==> src/rtl/bist_engine.sv <==
// bist_engine: LFSR pattern source plus MISR response compactor with a
// start/done handshake, abort, and a pass/fail compare against GOLDEN.
// The CUT sits combinationally between pat_o and resp_i.
module bist_engine #(
  parameter int unsigned         LFSR_W    = 5,
  parameter logic [LFSR_W-1:0]   LFSR_TAPS = 5'b10100,
  parameter logic [LFSR_W-1:0]   SEED      = 5'b00001,
  parameter int unsigned         MISR_W    = 4,
  parameter logic [MISR_W-1:0]   MISR_TAPS = 4'b1001,
  parameter int unsigned         CUT_W     = 1,
  parameter int unsigned         PATTERNS  = 31,
  parameter logic [MISR_W-1:0]   GOLDEN    = 4'h0
) (
  input  logic              clk,
  input  logic              rst_b,
  input  logic              start,
  input  logic              abort,
  input  logic [CUT_W-1:0]  resp_i,
  output logic [LFSR_W-1:0] pat_o,
  output logic              pat_vld,
  output logic              busy,
  output logic              done,
  output logic              pass,
  output logic [MISR_W-1:0] sig_o
);

  localparam int unsigned      CNT_W    = $clog2(PATTERNS + 1);
  localparam logic [CNT_W-1:0] CNT_LAST = CNT_W'(PATTERNS - 1);

  // Parameter sanity: an all-zero seed locks the LFSR, and the response
  // must fit inside the signature register.
  if (SEED == '0) begin : g_bad_seed
    $error("bist_engine: SEED must be nonzero");
  end
  if (CUT_W < 1 || CUT_W > MISR_W) begin : g_bad_cut_w
    $error("bist_engine: CUT_W must satisfy 1 <= CUT_W <= MISR_W");
  end
  if (PATTERNS < 1) begin : g_bad_patterns
    $error("bist_engine: PATTERNS must be at least 1");
  end

  typedef enum logic [1:0] {
    ST_IDLE,
    ST_RUN,
    ST_DONE
  } state_t;

  state_t            state;
  state_t            state_nxt;
  logic              load;
  logic              step;
  logic [LFSR_W-1:0] lfsr;
  logic [LFSR_W-1:0] lfsr_nxt;
  logic [MISR_W-1:0] misr;
  logic [MISR_W-1:0] misr_nxt;
  logic [CNT_W-1:0]  cnt;

  // Next-value functions of the pattern generator and the compactor.
  always_comb begin
    lfsr_nxt = {lfsr[LFSR_W-2:0], ^(lfsr & LFSR_TAPS)};
    misr_nxt = {misr[MISR_W-2:0], ^(misr & MISR_TAPS)} ^ MISR_W'(resp_i);
  end

  // State register.
  always_ff @(posedge clk or negedge rst_b) begin
    if (!rst_b) begin
      state <= ST_IDLE;
    end else begin
      state <= state_nxt;
    end
  end

  // Next-state decode; load reinitialises the datapath on start and on
  // abort, step advances it by one compacted pattern.
  always_comb begin
    state_nxt = state;
    load      = 1'b0;
    step      = 1'b0;
    unique case (state)
      ST_IDLE, ST_DONE: begin
        if (start) begin
          load      = 1'b1;
          state_nxt = ST_RUN;
        end
      end
      ST_RUN: begin
        if (abort) begin
          load      = 1'b1;
          state_nxt = ST_IDLE;
        end else begin
          step = 1'b1;
          if (cnt == CNT_LAST) begin
            state_nxt = ST_DONE;
          end
        end
      end
      default: state_nxt = ST_IDLE;
    endcase
  end

  // Datapath registers: frozen unless loading or stepping.
  always_ff @(posedge clk or negedge rst_b) begin
    if (!rst_b) begin
      lfsr <= SEED;
      misr <= '0;
      cnt  <= '0;
    end else if (load) begin
      lfsr <= SEED;
      misr <= '0;
      cnt  <= '0;
    end else if (step) begin
      lfsr <= lfsr_nxt;
      misr <= misr_nxt;
      cnt  <= cnt + CNT_W'(1);
    end
  end

  assign pat_o   = lfsr;
  assign sig_o   = misr;
  assign busy    = (state == ST_RUN);
  assign pat_vld = busy;
  assign done    = (state == ST_DONE);
  assign pass    = done && (misr == GOLDEN);

endmodule

==> config.mk <==
export PLATFORM = sky130hd
export DESIGN_NAME = bist_engine
export DESIGN_NICKNAME = d
export VERILOG_FILES = /design/src/rtl/bist_engine.sv
export SDC_FILE = /design/constraint.sdc
export NUM_CORES = 1
export LEC_CHECK = 0
export CAP_MARGIN = 10
export CELL_PAD_IN_SITES_DETAIL_PLACEMENT = 0
export CELL_PAD_IN_SITES_GLOBAL_PLACEMENT = 1
export CORE_MARGIN = 8
export CORE_UTILIZATION = 36
export CTS_BUF_LIST = sky130_fd_sc_hd__clkbuf_8
export CTS_CLUSTER_SIZE = 14
export DETAILED_ROUTE_END_ITERATION = 10
export HOLD_SLACK_MARGIN = 0.05
export PLACE_DENSITY_LB_ADDON = 0.2
export SLEW_MARGIN = 30
export SYNTH_ARGS = -nofsm -noshare
export SYNTH_HDL_FRONTEND = slang
export SYNTH_SLANG_ARGS = --single-unit
==> constraint.sdc <==
create_clock -name clk -period 1.07 [get_ports clk]
set_input_delay 0.214 -clock clk [delete_from_list [all_inputs] [get_ports clk]]
set_output_delay 0.214 -clock clk [all_outputs]
set_load 0.1 [all_outputs]
==> impl_metrics.tcl <==
set metrics [dict create \
    status "complete, but fails checks" \
    violations "setup timing" \
    period_share 1.636 \
    crit_chain "or4_4 > nor2_4 > buf_12" \
    placedCellCount 128 \
    grt_max_degree 17 \
    viasPerCell 4.973 \
    hold-worst-slack_ps 286.8 \
    final_common_cell "buf_4" \
    via_count 731 \
    grt_overflow 0 \
    detail-route-antenna-nets 0 \
    synth_compound_area_frac 0.1981 \
    power.total_uw 2830 \
    ys_types 32 \
    synth-simple-area-share 0.1825 \
    postPlaceCellArea_sq_mm 0.001329 \
    gp_congestion 0.7194 \
    path_class "reg -> out" \
    powerDensity_mw_per_mm2 1770 \
    leakage_uw 0.0007045 \
    synthFlopType "dfrtp_1" \
    cts_root_buffer "clkbuf_8" \
    die_h_um 63.20 \
    antenna_found_initial 0 \
    drv_slew 0 \
    cts.sink_count 16 \
    synth_top_family_by_area "compound AO/OA/AOI/OAI gates" \
    synth.cell_area_sq_um 802.0 \
    routed_wirelength_um 2119 \
    muxShareOfSynthArea 0.01248 \
    wl_per_cell_um 14.41 \
    grt_pass1_wl_um 3484 \
    cts_buffers 3 \
    rows 17 \
    n_antenna_cell 0 \
    synthAdderAreaFrac 0.03120 \
    avgSynthCellArea_sq_um 11.79 \
    fin_worst_skew_ps 2.675 \
    crit_required_ps 860 \
    synth_xor_area_frac 0.03276 \
    hold_path_class "in -> async" \
    syn_nets 75 \
    startpoint_type "flip-flop" \
    ys.warnings.count 0 \
    synth_edf_count 0 \
    yosys.area.top_type "dfrtp_1" \
    cp_slowest_cell "or4_4" \
    peakVddDrop_v 0.001523 \
    track_usage 0.1082 \
    final_hold_viol_count 0 \
    endpoint_kind "output port" \
    synthCells 68 \
    reg2reg_slack_ps -200 \
    async_flop_share 1.000 \
    r2r-end "cnt[3]" \
    tritoncts "yes" \
    clk_latency_ps 250 \
    die_w_um 63.20 \
    fmaxAchievable_ghz 0.5712 \
    start_util 0.3697 \
    portBuffers 17 \
    synth_seq_cells 16 \
    cts_max_level 1 \
    seq_area_frac_synth 0.5008 \
    cp.arrival_ps 1540 \
    critPathMaxFanout 2 \
    io_pins 18 \
    core_area_sq_mm 0.002170 \
    fin_ws_ps -680.6 \
    max_slew_margin 0.8554 \
    stdcell_count 147 \
    hpwl_um 1415 \
    drive_gt1_frac 0.7059 \
    die_area_sq_mm 0.003994 \
    tightestPinTransition_ps 216.2 \
    period_needed_ps 1751 \
    synth_area_leaders "dfrtp_1, a22o_1, dfstp_2" \
    clk_path_buf_depth 2 \
    maxCapViolCount 0 \
    final_cell_mix "buf_4, buf_12, buf_6" \
    syn_to_final_growth_pct 99.38 \
    route.detailed.drc 0 \
    first_pass_iters 4 \
    grt_pass1_vias 731 \
    drt-initial-drc-count 10 \
    grt_setup_unrepaired "yes" \
    path_clk_slew_ps 70 \
    synth_top_cell_area_share 0.4680 \
    setup_viol_count_final 25 \
    nets 127 \
    post-route-cell-area_sq_mm 0.001599 \
    max_stage_delay_ps 530 \
    worstRegToRegCells 5 \
    worstReg2RegStart "state[1]" \
]
## registers in the layout, summed over array words and instances (netlist names)
register  cells
cnt           5
pat_o         5
state         2
sig_o         4
## layer usage
| layer | GRT usage | part of all wire | vias to the layer above |
|---|---|---|---|
| met5 | 0 | 0 | - |
| met4 | 0.03343 | 0.010 | 0 |
| met3 | 0.02827 | 0.042 | 2 |
| met2 | 0.1844 | 0.51 | 16 |
| met1 | 0.1293 | 0.44 | 359 |
| li1 | - | - | 354 |
## synthesized netlist by cell type (2+ instances only)
master / count
nor2_1: 3
nand3b_1: 2
a21oi_1: 2
buf_4: 3
xor2_1: 2
nand2_1: 4
ha_1: 2
nor3_1: 2
a22o_1: 8
inv_1: 2
dfrtp_1: 15
nand2b_1: 3
## worst max path at each step
stage,startpoint,end,slack [ps],depth (start not counted)
5_1_grt,sig_o[0],pass,-710,3
6_report,sig_o[0],pass,-680,3
3_5_place_dp,sig_o[1],pass,-460,3
2_1_floorplan,sig_o[1],pass,-850,2
4_1_cts,sig_o[0],pass,-690,3
3_3_place_gp,sig_o[1],pass,-450,3
## kinds of logic after synthesis
| family | after synthesis |
|---|---|
| buffers and inverters | 6 |
| multiplexers | 1 |
| flip-flops | 16 |
| AND/OR/NAND/NOR | 22 |
| adder cells (fa/ha/maj) | 2 |
| AO/OA/AOI/OAI | 18 |
| XOR/XNOR | 3 |
## through the flow
| step | setup TNS, ps | utilization | setup slack [ps] |
|---|---|---|---|
| 5_1_grt | -5572 | 0.7370 | -709.9 |
| 3_5_place_dp | -5810 | 0.6125 | -459.5 |
| 4_1_cts | -4404 | 0.7093 | -693.6 |
| 6_report | -4507 | 0.7370 | -680.6 |
| 2_1_floorplan | -5969 | - | -846.6 |
| 3_3_place_gp | -5533 | 0.6125 | -448.8 |
## worst max-delay path, delay by kind of cell, from the launching register on
family | cells | cell delay [ps]
flip-flops | 1 | 470
AND/OR/NAND/NOR | 2 | 640
buffers and inverters | 1 | 180
## layout make-up
type | instances | area, sq um
fill | 151 | 570.5
tap | 28 | 35.03
inverter | 3 | 15.01
timing repair buffer | 50 | 606.8
multi-input combinational | 46 | 461.7
sequential | 16 | 425.4
clock buffer | 4 | 55.05
## where the power goes
part	internal, uW	leakage, uW	switching (uW)
Combinational	657	0.000479	850
Sequential	718	0.000197	62.4
Clock	327	0.0000288	216
## timing repair
item,CTS,global route
endpoints found under the setup margin,28,29
gates resized for setup,19,5
pin swaps,9,4
setup buffers,10,7
hold buffers,0,0
Note: power is estimated with default switching activity, not from simulation.
